<file path="config.mk">
export PLATFORM = sky130hd
export DESIGN_NAME = pipelined_carry_select_adder
export DESIGN_NICKNAME = d
export VERILOG_FILES = /design/src/rtl/pcsa_pkg.sv /design/src/rtl/pipelined_carry_select_adder_csa_block.sv /design/src/rtl/pipelined_carry_select_adder.sv
export SDC_FILE = /design/constraint.sdc
export NUM_CORES = 1
export LEC_CHECK = 0
export ABC_AREA = 1
export ABC_CLOCK_PERIOD_IN_PS = 3100
export CAP_MARGIN = 20
export CORE_MARGIN = 10
export CORE_UTILIZATION = 46
export CTS_CLUSTER_DIAMETER = 40
export CTS_CLUSTER_SIZE = 20
export DETAILED_ROUTE_END_ITERATION = 6
export HOLD_SLACK_MARGIN = 0.15
export PLACE_DENSITY = 0.73
export SKIP_CTS_REPAIR_TIMING = 1
export SLEW_MARGIN = 20
export SYNTH_ARGS = -nofsm -noshare
export SYNTH_HDL_FRONTEND = slang
export SYNTH_SLANG_ARGS = --single-unit
</file>
<file path="constraint.sdc">
create_clock -name clk -period 3.1 [get_ports clk]
set_input_delay 0.465 -clock clk [delete_from_list [all_inputs] [get_ports clk]]
set_output_delay 0.465 -clock clk [all_outputs]
set_load 0.05 [all_outputs]
</file>
<file path="src/rtl/pcsa_pkg.sv">
// Shared sizing helpers for the pipelined carry-select adder.
package pcsa_pkg;

  // Number of carry-select blocks (one pipeline stage per block).
  function automatic int pcsa_nblk(input int width, input int size);
    return (width + size - 1) / size;
  endfunction

  // Width of the most significant block, which may be narrower than SIZE.
  function automatic int pcsa_last_size(input int width, input int size);
    return width - (pcsa_nblk(width, size) - 1) * size;
  endfunction

endpackage

</file>
<file path="src/rtl/pipelined_carry_select_adder_csa_block.sv">
// One carry-select block: two ripple sums (carry-in 0 and 1) and a final
// select driven by the carry resolved in the previous stage.
module csa_block #(
  parameter int W = 4
) (
  input  logic [W-1:0] a,
  input  logic [W-1:0] b,
  input  logic         sel_c,
  output logic [W-1:0] sum,
  output logic         c_out
);

  logic [W-1:0] sum0;
  logic [W-1:0] sum1;
  logic         rip0;
  logic         rip1;

  // Ripple both speculative sums bit by bit.
  always_comb begin
    sum0 = '0;
    sum1 = '0;
    rip0 = 1'b0;
    rip1 = 1'b1;
    for (int i = 0; i < W; i++) begin
      sum0[i] = a[i] ^ b[i] ^ rip0;
      rip0    = (a[i] & b[i]) | (rip0 & (a[i] ^ b[i]));
      sum1[i] = a[i] ^ b[i] ^ rip1;
      rip1    = (a[i] & b[i]) | (rip1 & (a[i] ^ b[i]));
    end
  end

  assign sum   = sel_c ? sum1 : sum0;
  assign c_out = sel_c ? rip1 : rip0;

endmodule

</file>
<file path="src/rtl/pipelined_carry_select_adder.sv">
// Pipelined carry-select adder: {cout, s} = a + b + cin, one block of SIZE
// bits resolved per stage, NBLK = ceil(WIDTH/SIZE) stages.
// Optional build macro PCSA_OVERFLOW_EN adds the registered two's-complement
// overflow output ovf, aligned with s.
//
// Handshake: a transfer happens on a rising edge where valid && ready.
// The whole pipeline advances together (adv = !out_valid || out_ready);
// in_ready = adv, and while out_valid && !out_ready every stage holds, so
// s/cout/out_valid stay stable and no input is taken. flush clears all
// valid bits at the edge regardless of adv and drops any offered input.
module pipelined_carry_select_adder
  import pcsa_pkg::*;
#(
  parameter int WIDTH = 32,
  parameter int SIZE  = 4
) (
  input  logic             clk,
  input  logic             rst_n,
  input  logic             flush,
  input  logic             in_valid,
  output logic             in_ready,
  input  logic [WIDTH-1:0] a,
  input  logic [WIDTH-1:0] b,
  input  logic             cin,
  output logic             out_valid,
  input  logic             out_ready,
  output logic [WIDTH-1:0] s,
  output logic             cout
`ifdef PCSA_OVERFLOW_EN
  ,
  output logic             ovf
`endif
);

  localparam int NBLK = pcsa_nblk(WIDTH, SIZE);
  localparam int LAST = pcsa_last_size(WIDTH, SIZE);

  logic adv;
  logic load;

  // Per-stage inputs: stage 0 sees the ports, stage k sees stage k-1 regs.
  logic [WIDTH-1:0] src_a [NBLK];
  logic [WIDTH-1:0] src_b [NBLK];
  logic [WIDTH-1:0] src_s [NBLK];
  logic             src_c [NBLK];
  logic             src_v [NBLK];

  // Block results placed at their bit position, zero elsewhere.
  logic [WIDTH-1:0] blk_sum [NBLK];
  logic             blk_c   [NBLK];

  logic [WIDTH-1:0] sum_d [NBLK];
  logic [WIDTH-1:0] sum_q [NBLK];
  logic [WIDTH-1:0] a_d   [NBLK];
  logic [WIDTH-1:0] a_q   [NBLK];
  logic [WIDTH-1:0] b_d   [NBLK];
  logic [WIDTH-1:0] b_q   [NBLK];
  logic             c_d   [NBLK];
  logic             c_q   [NBLK];
  logic             v_d   [NBLK];
  logic             v_q   [NBLK];

  assign adv      = !v_q[NBLK-1] || out_ready;
  assign load     = adv && !flush;
  assign in_ready = adv;

  // Chain each stage's inputs to the previous stage's registers.
  always_comb begin
    src_a[0] = a;
    src_b[0] = b;
    src_s[0] = '0;
    src_c[0] = cin;
    src_v[0] = in_valid;
    for (int k = 1; k < NBLK; k++) begin
      src_a[k] = a_q[k-1];
      src_b[k] = b_q[k-1];
      src_s[k] = sum_q[k-1];
      src_c[k] = c_q[k-1];
      src_v[k] = v_q[k-1];
    end
  end

  for (genvar k = 0; k < NBLK; k++) begin : g_blk
    localparam int LO = k * SIZE;
    localparam int BW = (k == NBLK - 1) ? LAST : SIZE;

    logic [BW-1:0] bsum;

    csa_block #(.W(BW)) u_blk (
      .a     (src_a[k][LO +: BW]),
      .b     (src_b[k][LO +: BW]),
      .sel_c (src_c[k]),
      .sum   (bsum),
      .c_out (blk_c[k])
    );

    assign blk_sum[k] = WIDTH'(bsum) << LO;
  end

  // Next-state for every stage. Bits at and above the current block are
  // still zero in src_s, so OR-ing in the block result is enough.
  always_comb begin
    for (int k = 0; k < NBLK; k++) begin
      sum_d[k] = src_s[k] | blk_sum[k];
      a_d[k]   = src_a[k];
      b_d[k]   = src_b[k];
      c_d[k]   = blk_c[k];
      if (flush)    v_d[k] = 1'b0;
      else if (adv) v_d[k] = src_v[k];
      else          v_d[k] = v_q[k];
    end
  end

  // Stage registers; data only moves on an advancing, non-flush edge.
  always_ff @(posedge clk or negedge rst_n) begin
    if (!rst_n) begin
      for (int k = 0; k < NBLK; k++) begin
        sum_q[k] <= '0;
        a_q[k]   <= '0;
        b_q[k]   <= '0;
        c_q[k]   <= 1'b0;
        v_q[k]   <= 1'b0;
      end
    end else begin
      for (int k = 0; k < NBLK; k++) begin
        v_q[k] <= v_d[k];
        if (load) begin
          sum_q[k] <= sum_d[k];
          a_q[k]   <= a_d[k];
          b_q[k]   <= b_d[k];
          c_q[k]   <= c_d[k];
        end
      end
    end
  end

  // The last stage carries operand copies that nothing downstream reads.
  logic unused_tail;
  assign unused_tail = ^{a_q[NBLK-1], b_q[NBLK-1]};

  assign s         = sum_q[NBLK-1];
  assign cout      = c_q[NBLK-1];
  assign out_valid = v_q[NBLK-1];

`ifdef PCSA_OVERFLOW_EN
  logic ovf_d;
  logic ovf_q;
  logic carry_msb;

  // Carry into the MSB recovered from a ^ b ^ sum at that bit.
  always_comb begin
    carry_msb = src_a[NBLK-1][WIDTH-1] ^ src_b[NBLK-1][WIDTH-1]
              ^ blk_sum[NBLK-1][WIDTH-1];
    ovf_d     = carry_msb ^ blk_c[NBLK-1];
  end

  // Overflow register, moves in lockstep with the final sum stage.
  always_ff @(posedge clk or negedge rst_n) begin
    if (!rst_n)    ovf_q <= 1'b0;
    else if (load) ovf_q <= ovf_d;
  end

  assign ovf = ovf_q;
`endif

endmodule

</file>
==> results.toml <==
[status]
status = "finished clean"

[cts]
cts_buffer_depth = 3
cts-root-buf = "clkbuf_16"
clk_latency_ns = 0.58
cts.sinks = 384
cts_buffers = 49
cts_tree = "built"
htree_num_levels = 2
path_clk_slew_ns = 0.06

[synth]
syn-num-nets = 1912
ys_ff_latch = 384
yosysTopAreaCell = "dfrtp_1"
yosysWarnings = 0
syn_inst = 1802
seq_area_frac_synth = 0.5916
netlist_area_mm2 = 0.01624
synth_top_area_share = 0.5916
synth.distinct_cells = 15
syn-mean-instance-area_um2 = 9.013
yosys-top-cells-area = "dfrtp_1 (59%), nand2_1 (18%), nand3_1 (11%)"

[setup_path]
arrival_ns = 1.95
cpMaxStageDelayCell = "clkdlybuf4s50_1"
cp_num_buf_inv = 1
crit_family = "buffers and inverters"
cpPeakStageDelay_ns = 0.88
reg2reg_slack_ns = 0.69
crit_path_max_fanout = 4
end_kind = "primary output"
crit_type = "register to primary output"
required_ns = 2.63
worstPathCellList = "clkdlybuf4s50_1"
startpoint_type = "register"

[sta]
tightest_slew_ns = 0.8151
finalCriticalPeriod_ns = 2.414
setup_tns_ns = 0
fin_skew_ns = 0.01752
rsz0062_at_grt = "no"
max_slew_margin = 0.4566
drv_slew = 0
fmax_ghz = 0.4143
finalHoldViolations = 0
setup_violations = 0
finalCritPeriodShare = 0.7786

[floorplan]
die_x_um = 207.9
die_h_um = 207.9
ioPinCount = 105
dieArea_mm2 = 0.04322
start_util = 0.4679
rows = 68
core-area_mm2 = 0.03471

[pwr]
power.switching_mw = 4.078
irDropWorstVdd_mv = 0.4933
p_clk_frac = 0.414
total_power_mw = 14.37
p_per_area_mw_per_mm2 = 741.8
combPwrFrac = 0.146
total_leakage_power_nw = 10.18
intPower_mw = 10.29
p_sw_frac = 0.2838
p_seq_frac = 0.440

[place]
hpwl_mm = 21.76
gp_congestion = 0.7625
dp_cells = 2272
port_buffers = 104

[global_routing]
grt_usage = 0.1644
gr-total-overflow = 0
grt_pass1_wl_mm = 60.63
antenna_found_initial = 1
grt_pass1_vias = 12190
grt_max_degree = 153

[layout]
stdcell_count = 2364
drive_above_1_share = 0.06813
area_growth_pct = 19.30
nNetsFinal = 1979
fin_util = 0.5582

[route]
wire_per_inst_um = 14.90
first_pass_iters = 5
drtIter0Drc = 924
via_count = 11970
drt-total-wl_mm = 35.23
final_antenna_net_count = 0
viasPerCell = 5.063
drc = 0

[flow_run]
drv_cap = 0

[worst_hold_path]
hold_path_class = "input port to register"
-- worst reg2reg max path, stage by stage, from the launching register on --
cell and delay (ns):
dfrtp_1 0.40, ha_1 0.21, nand2_1 0.06, o21ai_0 0.12, fa_1 0.42, fa_1 0.37, inv_1 0.09, fa_1 0.43
nand3b_1 0.17, nand2_1 0.07
-- path summary, 6_finish.rpt --
path                            from          to  cells past startpoint
setup / recovery           out_valid   out_valid                      1
hold / removal                 a[24]    a_d[216]                      3
setup reg to reg            a_d[140]  src_s[111]                      9
hold reg to reg                s[17]       s[17]                      2
max in group asynchronous      rst_n    a_d[218]                      3
min in group asynchronous      rst_n  src_s[194]                      2
-- routing by layer --
metal	part of all wire	global-route usage	vias to the layer above
met3	0.033	0.02905	54
li1	-	-	5870
met2	0.52	0.2873	163
met1	0.43	0.2004	5882
met4	0.023	0.05704	0
met5	0	0	-
-- stage by stage --
step | worst slack [ns] | instance area [µm²] | hold slack [ns]
global placement | 0.2685 | 17620 | 0.4537
detailed placement | 0.2295 | 17620 | 0.4579
finish | 0.6862 | 19380 | 0.4414
CTS | 0.6664 | 19360 | -0.03085
global route | 0.5925 | 19380 | 0.4473
floorplan | 0.9333 | 16240 | 0.1694
-- cell usage in the layout (no fill, tap or decap), drive strengths merged --
cell and instances:
fa 24, inv 81, bufinv 6, dlygate4sd3 1, clkinvlp 6, o21ai 15, nand3b 17, clkinv 11
diode 1, a21oi 2, nand2 794, nand3 359, buf 36, clkbuf 54, clkdlybuf4s50 102, dfrtp 384
ha 16
-- final cells by class --
cell class	count	area, µm²
inverter	68	262.8
antenna	1	2.502
tap	455	569.3
clock buffer	54	1318
clock inverter	36	424.2
fill	3046	15340
multi-input combinational	1227	5707
sequential	384	9609
timing repair buffer	139	1484
-- power by group through the flow --
| stage | combinational [mW] | clock, mW | sequential (mW) |
|---|---|---|---|
| after floorplan | 1.08 | 0 | 6.64 |
| after global placement | 2.07 | 0 | 6.37 |
| after detailed placement | 2.13 | 0 | 6.40 |
| after CTS | 2.16 | 6.06 | 6.33 |
| after global routing | 2.40 | 6.28 | 6.43 |
| final | 2.10 | 5.94 | 6.32 |
-- flip-flops by register name, indices dropped and copies added, names as in the netlist --
register	cells
a_d	112
b_d	112
c_q	7
cout	1
out_valid	1
s	32
src_s	112
src_v	7
-- synthesized netlist by cell type --
cell type / n
o21ai_0: 15
fa_1: 24
inv_2: 1
nand2_2: 2
nand3b_1: 17
nand3_1: 359
buf_1: 4
clkbuf_1: 3
buf_4: 38
inv_1: 67
a21oi_1: 2
buf_2: 78
nand2_1: 792
ha_1: 16
dfrtp_1: 384
-- logic make-up (layout without fill, tap and decap cells) --
| group | after synthesis | in the layout | share of synthesized area |
|---|---|---|---|
| other | 0 | 1 | 0 |
| and+or+nand+nor | 1170 | 1170 | 0.3023 |
| buffers and inverters | 191 | 297 | 0.05893 |
| adders and majority gates | 40 | 40 | 0.04191 |
| DFF | 384 | 384 | 0.5916 |
| AOI/OAI and AO/OA | 17 | 17 | 0.005238 |
Note: power is estimated with default switching activity, not from simulation.
